## src/rtl/gate_fb_monitor.sv

```systemverilog
// Gate-driver feedback monitor: synchronizes and debounces the 7 feedback lines and latches
// per-channel command/feedback mismatch faults. Define GATE_FB_SHUTDOWN_EN to drive shutdown_req.
module gate_fb_monitor #(
  parameter int TICK_DIV    = 50,
  parameter int FILT_CYCLES = 4,
  parameter int MISMATCH_US = 10
) (
  input  logic       sys_clk,
  input  logic       sys_rst,
  input  logic [6:0] drv_cmd,
  input  logic [6:0] fb_raw,
  input  logic       fault_clr,
  output logic [6:0] fb_status,
  output logic [6:0] fault,
  output logic       fault_any,
  output logic       shutdown_req
);

  localparam int NCH = 7;

  localparam logic [1:0] ST_OK    = 2'd0;
  localparam logic [1:0] ST_PEND  = 2'd1;
  localparam logic [1:0] ST_FAULT = 2'd2;

  localparam logic [3:0] FILT_MAX  = 4'(FILT_CYCLES);
  localparam logic [7:0] TICK_LAST = 8'(TICK_DIV - 1);
  localparam logic [7:0] MIS_LIMIT = 8'(MISMATCH_US);

  logic [NCH-1:0] sync1_q, sync2_q, prev_q;
  logic [3:0]     fcnt_q [NCH];
  logic [3:0]     fcnt_d [NCH];
  logic [NCH-1:0] fb_status_q, fb_status_d;

  logic [7:0]     tick_cnt_q, tick_cnt_d;
  logic           tick;

  logic [1:0]     state_q [NCH];
  logic [1:0]     state_d [NCH];
  logic [7:0]     mcnt_q  [NCH];
  logic [7:0]     mcnt_d  [NCH];
  logic [NCH-1:0] fault_q, fault_d;
  logic           fault_any_q;
  logic [NCH-1:0] mismatch;

  assign tick       = (tick_cnt_q == TICK_LAST);
  assign tick_cnt_d = tick ? 8'd0 : tick_cnt_q + 8'd1;
  assign mismatch   = fb_status_q ^ drv_cmd;

  // Run counter restarts at 1 on any change, so FILT_CYCLES equal samples are needed to update.
  always_comb begin
    fb_status_d = fb_status_q;
    fcnt_d      = fcnt_q;
    for (int i = 0; i < NCH; i++) begin
      if (sync2_q[i] != prev_q[i]) begin
        fcnt_d[i] = 4'd1;
      end else if (fcnt_q[i] < FILT_MAX) begin
        fcnt_d[i] = fcnt_q[i] + 4'd1;
      end
      if (fcnt_d[i] == FILT_MAX) begin
        fb_status_d[i] = sync2_q[i];
      end
    end
  end

  always_comb begin
    state_d = state_q;
    mcnt_d  = mcnt_q;
    fault_d = fault_q;
    for (int i = 0; i < NCH; i++) begin
      case (state_q[i])
        ST_OK: begin
          mcnt_d[i] = 8'd0;
          if (mismatch[i]) begin
            state_d[i] = ST_PEND;
          end
        end
        ST_PEND: begin
          if (!mismatch[i]) begin
            state_d[i] = ST_OK;
            mcnt_d[i]  = 8'd0;
          end else if (tick) begin
            if (mcnt_q[i] + 8'd1 == MIS_LIMIT) begin
              state_d[i] = ST_FAULT;
              mcnt_d[i]  = 8'd0;
              fault_d[i] = 1'b1;
            end else begin
              mcnt_d[i] = mcnt_q[i] + 8'd1;
            end
          end
        end
        ST_FAULT: begin
          mcnt_d[i]  = 8'd0;
          fault_d[i] = 1'b1;
          // A clear only releases a channel whose feedback already agrees with the command.
          if (fault_clr && !mismatch[i]) begin
            state_d[i] = ST_OK;
            fault_d[i] = 1'b0;
          end
        end
        default: begin
          state_d[i] = ST_OK;
          mcnt_d[i]  = 8'd0;
          fault_d[i] = 1'b0;
        end
      endcase
    end
  end

  always_ff @(posedge sys_clk or posedge sys_rst) begin
    if (sys_rst) begin
      sync1_q     <= '0;
      sync2_q     <= '0;
      prev_q      <= '0;
      fb_status_q <= '0;
      tick_cnt_q  <= '0;
      fault_q     <= '0;
      fault_any_q <= 1'b0;
      for (int i = 0; i < NCH; i++) begin
        fcnt_q[i]  <= '0;
        state_q[i] <= ST_OK;
        mcnt_q[i]  <= '0;
      end
    end else begin
      sync1_q     <= fb_raw;
      sync2_q     <= sync1_q;
      prev_q      <= sync2_q;
      fb_status_q <= fb_status_d;
      tick_cnt_q  <= tick_cnt_d;
      fault_q     <= fault_d;
      fault_any_q <= |fault_d;
      fcnt_q      <= fcnt_d;
      state_q     <= state_d;
      mcnt_q      <= mcnt_d;
    end
  end

`ifdef GATE_FB_SHUTDOWN_EN
  logic shutdown_q;

  always_ff @(posedge sys_clk or posedge sys_rst) begin
    if (sys_rst) begin
      shutdown_q <= 1'b0;
    end else begin
      shutdown_q <= |fault_d;
    end
  end

  assign shutdown_req = shutdown_q;
`else
  assign shutdown_req = 1'b0;
`endif

  assign fb_status = fb_status_q;
  assign fault     = fault_q;
  assign fault_any = fault_any_q;

endmodule

```

## config.mk

```make
export PLATFORM = sky130hd
export DESIGN_NAME = gate_fb_monitor
export DESIGN_NICKNAME = d
export VERILOG_FILES = /design/src/rtl/gate_fb_monitor.sv
export SDC_FILE = /design/constraint.sdc
export NUM_CORES = 1
export LEC_CHECK = 0
export CAP_MARGIN = 20
export CORE_MARGIN = 4
export CORE_UTILIZATION = 55
export DETAILED_ROUTE_END_ITERATION = 8
export MAX_ROUTING_LAYER = met4
export PLACE_DENSITY = 0.82
export SLEW_MARGIN = 30
export SYNTH_ARGS = -nofsm -noshare
export SYNTH_HDL_FRONTEND = slang
export SYNTH_SLANG_ARGS = --single-unit
```

## constraint.sdc

```tcl
create_clock -name sys_clk -period 8.5 [get_ports sys_clk]
set_input_delay 2.55 -clock sys_clk [delete_from_list [all_inputs] [get_ports sys_clk]]
set_output_delay 2.55 -clock sys_clk [all_outputs]
set_load 0.05 [all_outputs]
```

==> flow_summary.toml, run 1 <==
[cts]
cts_tree = "yes"
cts_hold_buf = 0
ctsLongestPathBuffers = 2
post_cts_buffers = 0
cts-root-buf = "clkbuf_16"
cts_buffers = 17
clock_latency_ns = 0.42
clkSlewWorstSetupHoldPaths_ns = 0.06
cts_max_level = 4
cts_resized = 0
clock-sinks = 142

[placed_design]
post-place-ws_ns = 3.79
placedCellCount = 822
routabilityCongestion = 0.857
dp_hpwl_um = 8940
io_buffers = 31

[cells_and_area]
syn_to_final_growth_pct = 15.3
drive_above_1_share_pct = 6.36
final_cells = 854
fill_cells = 921
finalCoreUtilization_pct = 64.7
antenna_cells = 0
multi_input_area_um2 = 3040
regArea_um2 = 3550
final_nets = 734

[timing]
finalMaxSlewViolations = 0
final_hold_viol_count = 0
maxSlewHeadroom_pct = 39.5
fin_crit_ns = 4.30
rsz0062_at_grt = "no"
finalWorstSetupSlack_ns = 4.20
fin_skew_ns = 0.00621
setup_tns_ns = 0
worstMarginPinSlew_ns = 0.908
period_share_pct = 50.5
fmax_ghz = 0.233
setup_viol = 0

[power]
power_per_cell_area_nw_per_um2 = 257
leakage_nw = 3.40
ir_drop_v = 0.000259

[setup_path]
start_kind = "primary input"
cp-end-kind = "register"
critPathKind = "in -> reg"
arrival_ns = 4.58
r2r_slack_ns = 5.85
worst-path-max-fanout = 9
critPathRequiredTime_ns = 8.78

[yosys]
synth.distinct_cells = 53
seq_area_frac_synth_pct = 52.7
synth_top_area_share_pct = 52.7
synth.most_common_cell = "dfrtp_1"
synth_top_cell_by_area = "dfrtp_1"
synth_ff_type = "dfrtp_1"
netlist_top_cells_count = "dfrtp_1, nor2_1, nand2_1"
async_flop_share_pct = 100
avgSynthCellArea_um2 = 10.3
synth_seq_cells = 142
syn_inst = 656
syn_area_um2 = 6740
syn_nets = 696
synth-edff-count = 0
synthTopCellsByArea = "dfrtp_1, xor2_1, nor2_1, xnor2_1, ha_1"
yosys_warnings = 0

[grt]
top_usage_layer = "met2"
grt_pass1_vias = 5166
grtUsageMet3_pct = 4.21
grtUsageTotal_pct = 20.9
overflow = 0
grt_max_degree = 81
grtUsageMet1_pct = 24.2
antenna_found_initial = 0
grt_use_met2_pct = 34.5
grt_pass1_wl_um = 23500

[detailed_routing]
viasPerCell = 5.86
drc = 0
vias = 5007
first_pass_iters = 4
antenna_left = 0
finalWirelength_um = 13700
routedWlPerCell_um = 16.1
first_iter_violations = 321

[floorplan]
die_w_um = 119
die_h_um = 119
coreArea_um2 = 12000
row_count = 40
start_util_pct = 56.1
ios = 33
die_area_um2 = 14100

[run]
maxCapViolCount = 0

[outcome]
outcome = "complete, no violations"

[min_path]
hold_path.class = "reg -> reg"
## report_power, final
group	switching, W	internal, W	total (W)	leakage, nW
sequential	0.0000814	0.000762	0.000843	1.83
combinational	0.000264	0.000174	0.000438	1.30
clock	0.000284	0.000433	0.000717	0.270
total	0.000629	0.00137	0.00200	3.39
## kinds of logic (layout without fill, tap and decap cells)
family / after synthesis / count (layout) / share of synthesized area (%)
xor+xnor: 76 / 76 / 9.88
buf+inv: 36 / 87 / 2.15
mux: 11 / 11 / 1.78
compound gates: 89 / 89 / 8.53
other cells: 1 / 1 / 0.0557
fa+ha+maj: 23 / 23 / 4.27
simple gates: 278 / 278 / 20.6
flops: 142 / 142 / 52.7
## final cells by class
cell class,instances,share of cell area (%)
multi-input combinational,478,39.1
clock buffer,19,5.57
tap,147,2.37
clock inverter,13,1.80
timing repair buffer,34,4.33
inverter,21,1.08
sequential,142,45.7
## flip-flops by register name, indices dropped and copies added (netlist names)
register    count
fault_any       1
prev_q          7
sync1_q         7
mcnt_q         56
sync2_q         7
fault           7
tick_cnt_q      8
fb_status       7
state_q        14
fcnt_q         28
## worst paths after layout
path	end	startpoint	depth (start not counted)
hold reg to reg	sync2_q[6]$_DFF_PP0_	sync1_q[6]$_DFF_PP0_	0
max in group asynchronous	mcnt_q[44]$_DFFE_PP0N_	sys_rst	3
hold / removal	sync2_q[6]$_DFF_PP0_	sync1_q[6]$_DFF_PP0_	0
setup / recovery	fault_any$_DFF_PP0_	drv_cmd[4]	7
setup reg to reg	fault_any$_DFF_PP0_	tick_cnt_q[0]$_DFF_PP0_	7
min in group asynchronous	sync1_q[0]$_DFF_PP0_	sys_rst	2
## worst max-delay path: stages
cell	delay (ns)
clkdlybuf4s50_1	0.43
xnor2_1	0.38
nor2_1	0.08
nand2_1	0.24
nor2_1	0.09
a211o_1	0.29
or4_1	0.52
## cell usage in the layout (no fill, tap or decap), drive strengths merged, types with 5 or more instances in the layout
master,n
a21boi,7
a21oi,35
a311oi,6
and2,7
and3,14
clkbuf,19
clkdlybuf4s50,31
dfrtp,142
ha,23
inv,24
mux2,8
nand2,54
nand2b,7
nand3,26
nand4,18
nor2,91
nor3,23
nor4b,9
o21ai,18
or3,5
or4b,5
xnor2,34
xor2,42
## per-stage QoR
stage                     area (um^2)  total power [W]  hold slack (ns)
after floorplan                  6740          0.00115            0.331
after global placement           7190          0.00125            0.333
after detailed placement         7190          0.00129            0.335
after CTS                        7760          0.00201            0.348
after global routing             7770          0.00210            0.354
final                            7770          0.00200            0.346
## per-layer routing
metal	share of wire (%)	up-vias	wire, um
met2	52	130	7180
met1	41	2481	5650
met4	2.6	0	352
li1	-	2355	-
met5	0	-	0
met3	3.9	41	531
Note: power is estimated with default switching activity, not from simulation.
==> run 2, diff against run 1 <==
- CORE_UTILIZATION: 55 -> 54
- PLACE_DENSITY: 0.82 -> 0.84
- clock period: 8.5 -> 3.9 ns (I/O delays scaled with it)
==> flow_summary.toml, run 2 (same netlist as run 1, synthesis figures left out) <==
[timing]
setup_viol = 0
rsz0062_at_grt = "no"
period_share_pct = 77.8
worstMarginPinSlew_ns = 0.840
maxSlewHeadroom_pct = 44.0
final_hold_viol_count = 0
whs_ns = 0.351
fin_skew_ns = 0.0111
finalMaxSlewViolations = 0
setup_tns_ns = 0
fmax_ghz = 0.329
fin_crit_ns = 3.04

[cells_and_area]
drive_above_1_share_pct = 6.77
largest_reg_flops = 56
mostFrequentLayoutCell = "dfrtp_1"
mostFrequentLayoutCells = "dfrtp_1, nor2_1, nand2_1, xor2_1"
antenna_cells = 0
top_register = "mcnt_q"
final_nets = 736
syn_to_final_growth_pct = 16.7
top_regs = "mcnt_q x56, fcnt_q x28, state_q x14"

[power]
ir_drop_v = 0.000458
leakage_nw = 3.43
power_per_cell_area_nw_per_um2 = 566

[cts]
cts_tree = "yes"
cts_resized = 0
post_cts_buffers = 0
clock_latency_ns = 0.42
cts-root-buf = "clkbuf_16"
clkSlewWorstSetupHoldPaths_ns = 0.06
ctsLongestPathBuffers = 2
clock-sinks = 142
cts_hold_buf = 0
cts_max_level = 4
cts_buffers = 17

[setup_path]
start_kind = "primary input"
r2r_slack_ns = 1.31
r2r_start = "tick_cnt_q[1]$_DFF_PP0_"
cp_cell_sequence = "clkdlybuf4s50_1 > a211oi_1 > a21o_1 > a41o_1 > nand3b_1 > nand4bb_1 > or4_1"
cp-end-kind = "register"
critPathMaxStageDelay_ns = 0.73
critPathKind = "in -> reg"
timing.rr.end = "fault_any$_DFF_PP0_"
critPathSlowestCell = "clkdlybuf4s50_1"
critPathRequiredTime_ns = 4.18
arrival_ns = 3.32
rr_worst_depth = 8
worst-path-max-fanout = 7

[floorplan]
die_area_um2 = 14300
ios = 33
coreArea_um2 = 12100
row_count = 40
start_util_pct = 55.6
die_h_um = 120
die_w_um = 120

[placed_design]
io_buffers = 31
routabilityCongestion = 0.835
dp_hpwl_um = 8990

[detailed_routing]
viasPerCell = 5.66
drc = 0
antenna_left = 0
routedWlPerCell_um = 15.5
finalWirelength_um = 13600
first_iter_violations = 314
vias = 4962
first_pass_iters = 5

[min_path]
whs_path_depth = 0
hold_path.class = "reg -> reg"
hold_start = "sync1_q[1]$_DFF_PP0_"
hold_end = "sync2_q[1]$_DFF_PP0_"

[run]
maxCapViolCount = 0

[grt]
grt_max_degree = 139
grt_pass1_wl_um = 24000
grt_pass1_vias = 5130
antenna_found_initial = 0
overflow = 0
grtUsageTotal_pct = 21.1

[outcome]
outcome = "complete, no violations"
## run 2: area by class of cell
type	count	area [um^2]
Multi-Input combinational cell	478	3040
Clock inverter	12	161
Timing Repair Buffer	36	360
Clock buffer	20	457
Tap cell	168	210
Inverter	21	82.6
Fill cell	953	4250
Sequential cell	142	3550
## run 2: metal layers
layer	track usage, %	vias to the layer above	wire length, um
met1	25.0	2458	5670
li1	-	2362	-
met5	-	-	0
met3	4.15	29	487
met4	8.73	0	263
met2	35.6	113	7150
## run 2: worst max path at each step
| stage | start | to | slack, ns | depth (start not counted) |
|---|---|---|---|---|
| final | fault_clr | fault_any$_DFF_PP0_ | 0.86 | 7 |
| after global routing | fault_clr | fault_any$_DFF_PP0_ | 0.85 | 7 |
| after CTS | fault_clr | fault_any$_DFF_PP0_ | 0.87 | 7 |
| after detailed placement | fault_clr | fault_any$_DFF_PP0_ | 0.44 | 7 |
| after global placement | fault_clr | fault_any$_DFF_PP0_ | 0.59 | 7 |
| after floorplan | sys_rst | fault[0]$_DFF_PP0_ | 0.95 | 1 |
## run 2: worst max-delay path: cells and delay by family
| kind | cells | cell delay (ns) |
|---|---|---|
| AO/OA/AOI/OAI | 3 | 0.58 |
| buffers and inverters | 1 | 0.73 |
| AND/OR/NAND/NOR | 3 | 0.84 |
## run 2: where the power goes
| group | internal (W) | switching (W) |
|---|---|---|
| combinational | 0.000381 | 0.000570 |
| sequential | 0.00166 | 0.000182 |
| clock | 0.00104 | 0.000616 |
## run 2: metrics by stage
stage	instances	setup WS [ns]	power (W)	util (%)	area (um^2)
2_1_floorplan	656	0.953	0.00252	-	6740
3_3_place_gp	845	0.594	0.00274	59.8	7240
3_5_place_dp	845	0.437	0.00281	59.8	7240
4_1_cts	877	0.866	0.00448	64.9	7860
5_1_grt	877	0.846	0.00469	64.9	7860
6_report	877	0.865	0.00445	64.9	7860
==> RTL edit 1: new RTL, config.mk and constraints of run 2 <==
Put one more register stage on the output `fault`, with the module's reset. The value now appears one clock later. The other outputs are not delayed to match.
--- a/src/rtl/gate_fb_monitor.sv
+++ b/src/rtl/gate_fb_monitor.sv
@@ -153,3 +153,9 @@
   assign fb_status = fb_status_q;
-  assign fault     = fault_q;
+  always_ff @(posedge sys_clk or posedge sys_rst) begin
+    if (sys_rst) begin
+      fault <= '0;
+    end else begin
+      fault <= fault_q;
+    end
+  end
   assign fault_any = fault_any_q;
Formal check against the unedited RTL: same outputs for any inputs over 10 cycles, from zero or initial values and one cycle with sys_rst high; that may be too few to reach the edited logic, so the function may still have changed.
==> RTL edit 1 against run 2 <==
- sequential power grew 4%
- via count grew 2.2%
- area after synthesis grew 3.7%
- critical path depth shrank 6
- wire length grew 3.2%
- final area grew 3.1%
- sequential cell count grew 7
- total power grew 0.79%
- worst setup slack gained 120 ps
- critical path type is now reg -> out
- highest routed layer unchanged
==> RTL edit 1: results (changes against run 2) <==
Final GP Congestion: 0.8539 (+2.2%)
Xor/xnor share of the synthesized area: 0.08651 (-0.01230)
Worst R2R Setup Slack: 1290 ps (-20 ps)
Avg Synthesized Cell Area: 10.43 sq um (+1.5%)
Clk cell area share: 0.07443 (-0.004184)
Largest net degree at the start of global routing: 57 (-59%)
DRT Wirelength: 14010 um (+3.2%)
Synth top cells by count: dfrtp_1 (149), nor2_1 (76), nand2_1 (68)
Largest delay share family, worst path: buffers and inverters
Fillers: 958 (+0.52%)
Non-clk buf share: 0.04447 (-0.001359)
Multi-input gates: 489 (+2.3%)
Register area: 3729 sq um (+4.9%)
Setup crit start: fb_status[0]$_DFFE_PP0N_
Reg-to-reg endpoint: mcnt_q[47]$_DFFE_PP0N_
Fraction of area in multi-input gates: 0.3865 (about the same)
Final instance area: 8103 sq um (+3.1%)
Adder-cell share of the synthesized area: 0.04120 (-0.001523)
DP Cell Count: 862 (+2.0%)
Worst vdd ir: 0.4318 mV (-5.7%)
GR Util met1: 0.2560 (+0.006136)
Slew Limit Headroom: 0.5996 (+0.1595)
DP HPWL: 9457 um (+5.2%)
GRT Util Overall: 0.2148 (+0.003500)
Global-route wire length before repair: 24570 um (+2.5%)
DR vias: 5071 (+2.2%)
Drt via density: 5.672 (+0.25%)
Share of layout cells above drive strength 1: 0.08172 (+0.01402)
Met3 usage: 0.04643 (+0.004955)
CP max FO: 3 (-4)
M1 WL: 6058 um (+6.8%)
Non-clk invs: 16 (-24%)
Sequential area share after synthesis: 0.5338 (+0.006274)
Status: finished, final reports clean
Layout Nets: 749 (+1.8%)
Metal2 WL: 7206 um (+0.80%)
Met2 usage: 0.3547 (-0.001536)
Post-synthesis compound-gate area fraction: 0.08615 (+0.0009018)
Met3 wire length: 463 um (-4.9%)
Vias in the first global route: 5308 (+3.5%)
Crit path largest cell delay: 850 ps (+120 ps)
Placed Area: 7500 sq um (+3.5%)
Seq cells: 149 (+4.9%)
Top area cells in the synthesized netlist: dfrtp_1 (53%), xor2_1 (4.4%), xnor2_1 (4.3%)
Clock skew: 5.472 ps (-5.595 ps)
-- RTL edit 1: per-stage QoR --
| step | setup WS, ps | hold slack (ps) | utilization | power, mW |
|---|---|---|---|---|
| final | 983.5 | 352.4 | 0.6421 | 4.488 |
| after CTS | 957.2 | 355.5 | 0.6421 | 4.521 |
| after detailed placement | 723.4 | 338.8 | 0.5943 | 2.866 |
| after global routing | 886.4 | 366.4 | 0.6421 | 4.720 |
| after global placement | 810.3 | 335.1 | 0.5943 | 2.781 |
| after floorplan | 855.0 | 331.2 | - | 2.579 |
-- RTL edit 1: kinds of logic after synthesis --
family	after synthesis
flops	149
compound gates	98
simple gates	283
other cells	1
xor+xnor	69
mux	15
fa+ha+maj	23
buf+inv	32
-- RTL edit 1: worst min path at each step --
stage	startpoint	end	slack, ps	depth (start not counted)
4_1_cts	sync1_q[1]$_DFF_PP0_	sync2_q[1]$_DFF_PP0_	360	0
3_5_place_dp	sync1_q[0]$_DFF_PP0_	sync2_q[0]$_DFF_PP0_	340	0
3_3_place_gp	sync1_q[1]$_DFF_PP0_	sync2_q[1]$_DFF_PP0_	340	0
2_1_floorplan	sync1_q[0]$_DFF_PP0_	sync2_q[0]$_DFF_PP0_	330	0
5_1_grt	sync1_q[1]$_DFF_PP0_	sync2_q[1]$_DFF_PP0_	370	0
6_report	sync1_q[1]$_DFF_PP0_	sync2_q[1]$_DFF_PP0_	350	0
-- RTL edit 1: where the power goes --
group / total, mW / internal [mW] / switching, mW
combinational: 0.944 / 0.380 / 0.564
clock: 1.64 / 1.01 / 0.630
sequential: 1.91 / 1.73 / 0.176
total: 4.49 / 3.12 / 1.37
==> RTL edit 2: new RTL, flow settings as in run 2 <==
Without the edit above. Add a define of `GATE_FB_SHUTDOWN_EN`.
--- a/src/rtl/gate_fb_monitor.sv
+++ b/src/rtl/gate_fb_monitor.sv
@@ -2,2 +2,4 @@
 // per-channel command/feedback mismatch faults. Define GATE_FB_SHUTDOWN_EN to drive shutdown_req.
+`define GATE_FB_SHUTDOWN_EN
+
 module gate_fb_monitor #(
Check against the original RTL: no difference found for any inputs over 10 cycles, from zero or initial values and one cycle with sys_rst high; that may be too few to reach the edited logic, so the function may still have changed.
==> RTL edit 2 against run 2 <==
- worst setup slack worse by 7.8 ps
- area after synthesis up 1.3%
- total power down 2.6%
- wire length increased by 1.9%
- critical path depth unchanged
- count of clock-buffer cells in the layout rose by 3
- cell count up 0.91%
- synthesized cell count is 1.2% higher
- largest power group unchanged
- final area grew 0.84%
- sequential cell count unchanged
==> RTL edit 2: results (changes against run 2) <==
I/O Buffers: 32 (+3.2%)
Slew @ Worst Pin: 708.4 ps (-131.5 ps)
Worst vdd ir: 0.2928 mV (-36%)
Share of layout cells above drive strength 1: 0.07113 (+0.003429)
Clk slew on worst S/H paths: 60 ps (about the same)
Post CTS Setup Buffer Count: 0 (unchanged)
Layout Nets: 747 (+1.5%)
Clock skew: 10.50 ps (-0.5633 ps)
Top area cells in the synthesized netlist: dfrtp_1 (52%), xnor2_1 (5.3%), nor2_1 (4.5%)
Fillers: 919 (-3.6%)
Pre-antenna DRT Iters: 5 (unchanged)
Total of warnings raised by yosys: 0 (unchanged)
Crit path DAT: 3330 ps (about the same)
Worst-Skew Late Latency: 420 ps (about the same)
TritonCTS Buffers: 17 (unchanged)
CP max FO: 10 (+3)
Mapped Nets: 704 (+1.1%)
Synth top area share: 0.5205 (-0.006961)
Iteration-0 DRC Markers: 468 (+49%)
H-tree Lvls: 4 (unchanged)
Drt via density: 5.712 (+0.95%)
Netlist cell types: 54 (+1.9%)
Initial antenna violation count: 0 (unchanged)
Sequential area share after synthesis: 0.5205 (-0.006961)
GRT Util Overall: 0.2102 (-0.001089)
WL per Instance: 15.64 um (+1.0%)
Hold crit path type: reg -> reg
Synth top cells by count: dfrtp_1 (142), nor2_1 (82), nand2_1 (70)
FFs w/ async S/R, synth: 1.000 (unchanged)
Vias in the first global route: 5018 (-2.2%)
LEAKAGE: 3.312 nW (-3.4%)
Top flop regs: mcnt_q: 56 flops, fcnt_q: 28 flops, state_q: 14 flops
Status: finished, final reports clean
DP HPWL: 9437 um (+5.0%)
Max Cap Viol: 0 (unchanged)
Largest net degree at the start of global routing: 38 (-73%)
Number of diodes: 0 (unchanged)
Global-route wire length before repair: 23790 um (-0.78%)
Root Buffer: clkbuf_16
Final GP Congestion: 0.8174 (-2.1%)
[RTL edit 2: layer usage]
metal | track usage | up-vias | routed length (um)
li1 | - | 2390 | -
met1 | 0.2523 | 2522 | 5927
met2 | 0.3482 | 124 | 7093
met3 | 0.05145 | 19 | 590
met4 | 0.07507 | 0 | 225
met5 | - | - | 0
[RTL edit 2: logic make-up (layout without fill, tap and decap cells)]
logic type | Yosys count | in the layout | share of synthesized area
simple gates | 288 | 288 | 0.2133
flops | 142 | 142 | 0.5205
compound gates | 91 | 91 | 0.08944
xor+xnor | 74 | 74 | 0.09494
buf+inv | 34 | 87 | 0.02053
fa+ha+maj | 23 | 23 | 0.04216
mux | 12 | 12 | 0.01906
[RTL edit 2: through the flow]
step                cells  utilization  setup WS, ps  cell area, sq um  total power [mW]
global placement      856       0.6038         484.4              7373             2.737
detailed placement    856       0.6038         434.9              7373             2.821
floorplan             664            -         952.9              6830             2.523
CTS                   885       0.6493         879.5              7929             4.372
finish                885       0.6493         856.8              7929             4.338
global route          885       0.6493         774.1              7929             4.558
[RTL edit 2: final timing paths]
path,startpoint,endpoint,slack [ps],depth (start not counted)
worst min-delay path,sync1_q[4]$_DFF_PP0_,sync2_q[4]$_DFF_PP0_,350,0
worst max-delay path,drv_cmd[2],shutdown_req$_DFF_PP0_,860,7
max in group asynchronous,sys_rst,mcnt_q[12]$_DFFE_PP0N_,1800,3
worst max register to register,tick_cnt_q[0]$_DFF_PP0_,shutdown_req$_DFF_PP0_,1240,7
worst min register to register,sync1_q[4]$_DFF_PP0_,sync2_q[4]$_DFF_PP0_,350,0
min in group asynchronous,sys_rst,mcnt_q[31]$_DFFE_PP0N_,1200,2
[RTL edit 2: area by class of cell]
cell class	instances	area share
sequential	142	0.4482
clock buffer	23	0.05902
timing repair buffer	40	0.05113
inverter	18	0.008995
multi-input combinational	488	0.3951
clock inverter	6	0.01105
tap	168	0.02651
[RTL edit 2: where the power goes]
part           total, mW  switching (mW)  internal [mW]
clock               1.53           0.570          0.961
sequential          1.83           0.171           1.66
combinational      0.977           0.586          0.390
[RTL edit 2: critical path: stages]
cell and delay [ps]:
clkdlybuf4s50_1 410, xnor2_1 270, nor2_1 90, nand2_1 320, o311ai_4 140, or4_1 520, or4_1 410
